<file path="config.mk">
export PLATFORM = sky130hd
export DESIGN_NAME = tile_spawner
export DESIGN_NICKNAME = d
export VERILOG_FILES = /design/src/rtl/tile_spawner.sv
export SDC_FILE = /design/constraint.sdc
export NUM_CORES = 1
export LEC_CHECK = 0
export ABC_AREA = 0
export CAP_MARGIN = 20
export CORE_MARGIN = 5
export CORE_UTILIZATION = 44
export DETAILED_ROUTE_END_ITERATION = 10
export PLACE_DENSITY = 0.78
export RECOVER_POWER = 100
export SKIP_LAST_GASP = 1
export SLEW_MARGIN = 20
export SYNTH_ARGS = -nofsm -noshare
export SYNTH_HDL_FRONTEND = slang
export SYNTH_SLANG_ARGS = --single-unit
</file>
<file path="constraint.sdc">
create_clock -name clk -period 3.5 [get_ports clk]
set_clock_uncertainty 0.15 [all_clocks]
set_input_delay 0.35 -clock clk [delete_from_list [all_inputs] [get_ports clk]]
set_output_delay 0.35 -clock clk [all_outputs]
set_load 0.05 [all_outputs]
</file>
<file path="src/rtl/tile_spawner.sv">
// Places one new 2/4 tile into a pseudo-random empty cell of a 4x4 board.
// The start cell comes from a free-running LFSR; a linear probe with wrap finds the first empty cell.
module tile_spawner (
  input  logic                   clk,
  input  logic                   rst,
  input  logic                   start,
  input  logic [3:0][3:0][11:0]  matrix_in,
  output logic [3:0][3:0][11:0]  matrix_out,
  output logic                   busy,
  output logic                   done,
  output logic                   no_space
);

  // state | meaning
  // IDLE  | waiting for start; board and flags held
  // SCAN  | probing cell[ptr]; place tile or advance ptr with wrap
  // DONE  | one-cycle completion pulse, then back to IDLE
  typedef enum logic [1:0] {
    IDLE = 2'd0,
    SCAN = 2'd1,
    DONE = 2'd2
  } state_t;

  localparam logic [15:0] LFSR_SEED = 16'hACE1;

  state_t                  state_q, state_d;
  logic [3:0][3:0][11:0]   board_q, board_d;
  logic [3:0]              ptr_q, ptr_d;
  logic [3:0]              checked_q, checked_d;
  logic [11:0]             tile_q, tile_d;
  logic                    no_space_q, no_space_d;
  logic                    busy_q, busy_d;
  logic                    done_q, done_d;
  logic [15:0]             lfsr_q, lfsr_d;
  logic                    lfsr_fb;
  logic [11:0]             cell_cur;

  // Taps 16,14,13,11 expressed on a right-shifting register (bit 0 is the output end).
  always_comb begin
    lfsr_fb = lfsr_q[0] ^ lfsr_q[2] ^ lfsr_q[3] ^ lfsr_q[5];
    lfsr_d  = {lfsr_fb, lfsr_q[15:1]};
  end

  assign cell_cur = board_q[ptr_q[3:2]][ptr_q[1:0]];

  always_comb begin
    state_d    = state_q;
    board_d    = board_q;
    ptr_d      = ptr_q;
    checked_d  = checked_q;
    tile_d     = tile_q;
    no_space_d = no_space_q;

    case (state_q)
      IDLE: begin
        if (start) begin
          board_d    = matrix_in;
          ptr_d      = lfsr_q[3:0];
          tile_d     = (lfsr_q[7:4] == 4'h0) ? 12'd4 : 12'd2;
          checked_d  = 4'd0;
          no_space_d = 1'b0;
          state_d    = SCAN;
        end
      end
      SCAN: begin
        if (cell_cur == 12'd0) begin
          board_d[ptr_q[3:2]][ptr_q[1:0]] = tile_q;
          state_d = DONE;
        end else if (checked_q != 4'd15) begin
          checked_d = checked_q + 4'd1;
          ptr_d     = ptr_q + 4'd1;
        end else begin
          no_space_d = 1'b1;
          state_d    = DONE;
        end
      end
      DONE: begin
        state_d = IDLE;
      end
      default: begin
        state_d = IDLE;
      end
    endcase

    busy_d = (state_d != IDLE);
    done_d = (state_d == DONE);
  end

  always_ff @(posedge clk or negedge rst) begin
    if (!rst) begin
      state_q    <= IDLE;
      board_q    <= '0;
      ptr_q      <= 4'd0;
      checked_q  <= 4'd0;
      tile_q     <= 12'd2;
      no_space_q <= 1'b0;
      busy_q     <= 1'b0;
      done_q     <= 1'b0;
      lfsr_q     <= LFSR_SEED;
    end else begin
      state_q    <= state_d;
      board_q    <= board_d;
      ptr_q      <= ptr_d;
      checked_q  <= checked_d;
      tile_q     <= tile_d;
      no_space_q <= no_space_d;
      busy_q     <= busy_d;
      done_q     <= done_d;
      lfsr_q     <= lfsr_d;
    end
  end

  assign matrix_out = board_q;
  assign busy       = busy_q;
  assign done       = done_q;
  assign no_space   = no_space_q;

endmodule
</file>
==> impl_metrics.toml <==
[outcome]
outcome = "finished, violations left"
violations = "max-capacitance violations, max-slew violations"

[clock_tree]
cts_tree = "yes"
cts.path.max_buffers = 3
cts-resized-gates = 0
cts-root-buf = "clkbuf_16"
clk_latency_ns = 0.53
cts_htree_levels = 1
cts_hold_buffers = 1
clock_sinks = 223
numCtsBuffers = 25
clkTransAtPathRegs_ns = 0.06
cts_setup_buffers = 0

[floorplan]
row_count = 54
die_height_um = 158
ios = 390
start_util_pct = 44.5
die-area_sq_um = 25000
core_region_area_sq_um = 21700
die_w_um = 158

[worst_setup_path]
crit_arrival_ns = 3.54
r2r_slack_ns = 0.22
crit_required_ns = 3.75
crit_path_end_kind = "flip-flop"
reg2reg_depth = 8
r2r-start = "ptr_q[2]"
cp-start-kind = "flip-flop"
path_class = "flip-flop to flip-flop"
r2r-end = "matrix_out[86]"
critPathMaxFanout = 24

[sta]
fin_hold_ws_ns = 0.193
fin_crit_sh_pct = 93.8
rsz0062_at_grt = "no"
worst_slew_pin_slew_ns = 2.50
fin_tns_setup_ns = 0
hold_violations = 0
report.final.slew_viol_count = 202
timing.slew.headroom_pct = -66.8
fmax_ghz = 0.305
fin_crit_ns = 3.28
setup_viol = 0

[route]
routed_wirelength_um = 37600
postRouteAntennaNets = 0
vias = 8884
viasPerCell = 6.03
dr.pass1.iters = 6
drc = 0
drt-initial-drc-count = 648
avgRoutedWirePerCell_um = 25.5

[synthesis]
syn-cell-area_sq_um = 9650
synth_cell_types = 59
synth_seq_cells = 223
synth-seq-area-share_pct = 58.0
synthFlopType = "dfrtp_1"
synth_fp_nets = 988
yosys_warnings = 0
synthCells = 788
syn_area_per_cell_sq_um = 12.2
synth_edf_count = 0
synthArstFlopShare_pct = 100

[cells_and_area]
fillCellCount = 1621
layout_commonest_cell = "dfrtp_1"
antenna_cells = 0
areaGrowthSynthToFinish_pct = 51.5
drive_gt1_share_pct = 8.89
final_cell_mix = "dfrtp_1, dlygate4sd3_1, clkdlybuf4s50_1"
layout.nets = 1376

[grt]
antenna_found_initial = 0
grt_pass1_vias = 8979
grtUsageTotal_pct = 29.0
grt_overflow = 0
grt_pass1_wl_um = 55400
grt_max_degree = 114

[placement]
place_congestion = 0.934
portBuffers = 389
hpwl_um = 27700

[power_and_ir_drop]
powerDensity_nw_per_um2 = 1190
ir_worst_vdd_mv = 0.696
p_leak_nw = 6.54
finalPower_mw = 17.4

[run]
max_cap_viol_count = 2

[hold_path]
hp-class = "flip-flop to flip-flop"
hold_end = "lfsr_q[8]"
worstHoldPathCells = 0
hold_path.startpoint = "lfsr_q[9]"
registers in the layout, indices dropped and copies added, names as in the netlist:
| name | flops |
|---|---|
| busy | 1 |
| done | 1 |
| ptr_q | 4 |
| checked_q | 4 |
| state_q | 2 |
| matrix_out | 192 |
| tile_q | 2 |
| no_space | 1 |
| lfsr_q | 16 |
report_power, final:
part | total (mW) | internal (mW) | leakage (nW) | switching, mW
Combinational | 10.0 | 3.26 | 3.32 | 6.74
Clock | 2.65 | 1.60 | 0.409 | 1.04
Sequential | 4.71 | 3.66 | 2.80 | 1.05
per-stage QoR:
stage	instance area [sq um]	std cells	util, %	setup slack (ns)
2_1_floorplan	9650	788	-	0.862
3_5_place_dp	13900	1428	64.0	0.343
3_3_place_gp	13900	1428	64.0	0.449
6_report	14600	1473	67.4	0.218
5_1_grt	14600	1473	67.4	0.0899
4_1_cts	14700	1473	67.9	0.316
critical path, stage by stage, from the launching register on:
cell and delay (ns):
dfrtp_1 0.52, or2_0 0.37, o221ai_1 0.22, a31oi_1 0.10, o22ai_2 0.45, nor4b_1 0.13
a211oi_2 0.84, buf_12 0.26, o2bb2ai_1 0.10
cell families (layout without fill, tap and decap cells):
| kind of cell | Yosys count | after routing | share of synthesized area, % |
|---|---|---|---|
| muxes | 6 | 6 | 0.882 |
| adders and majority gates | 5 | 5 | 0.649 |
| DFF | 223 | 223 | 58.0 |
| xor gates and xnor gates | 3 | 3 | 0.272 |
| buffers and inverters | 73 | 478 | 3.90 |
| and+or+nand+nor | 202 | 202 | 11.9 |
| AOI/OAI and AO/OA | 276 | 276 | 24.4 |
cell usage after synthesis, types with 2 or more instances:
cell type / number / share of area (%)
a221oi_1: 2 / 0.18
nor4_1: 41 / 2.7
nand2b_1: 5 / 0.32
dfstp_2: 9 / 2.5
buf_2: 16 / 0.83
or3_1: 5 / 0.32
nand2_1: 46 / 1.8
o2bb2ai_1: 32 / 2.9
or4_1: 2 / 0.16
clkbuf_1: 28 / 1.1
mux2i_1: 4 / 0.42
ha_1: 5 / 0.65
and3_1: 4 / 0.26
nor3_1: 31 / 1.6
nor2b_1: 3 / 0.19
o21ai_0: 9 / 0.47
inv_1: 3 / 0.12
a31oi_1: 2 / 0.13
buf_6: 5 / 0.58
nand3_1: 9 / 0.47
nor2_1: 26 / 1.0
xnor2_1: 2 / 0.18
o221ai_1: 4 / 0.36
buf_4: 12 / 0.93
a221o_1: 2 / 0.21
buf_1: 7 / 0.27
a32oi_1: 33 / 3.0
o22ai_1: 5 / 0.32
nor3_2: 12 / 1.2
mux4_2: 2 / 0.47
dfrtp_1: 214 / 56
a22o_1: 161 / 15
nor3b_1: 3 / 0.23
nor4_2: 10 / 1.3
a21oi_1: 10 / 0.52
per-layer routing:
layer	share of wire, %	GRT usage [%]	vias to the layer above
met5	0	0	-
met2	48	47.5	522
met3	11	8.15	69
met1	39	38.4	4395
met4	2.8	7.76	0
li1	-	-	3898
cell type report:
class / instances / area, sq um / area share (%)
clock buffer: 37 / 741 / 5.07
tap: 280 / 350 / 2.40
inverter: 5 / 18.8 / 0.128
clock inverter: 7 / 91.3 / 0.625
sequential: 223 / 5590 / 38.3
timing repair buffer: 429 / 4200 / 28.7
multi-input combinational: 492 / 3620 / 24.8
worst max path at each step:
stage | from | end | depth (start not counted)
finish | ptr_q[2] | matrix_out[86] | 8
global route | rst | matrix_out[70] | 3
CTS | ptr_q[2] | matrix_out[136] | 8
detailed placement | ptr_q[2] | matrix_out[136] | 8
global placement | matrix_out[124] | matrix_out[181] | 7
floorplan | matrix_out[98] | matrix_out[147] | 9
(Power assumes the default switching activity.)
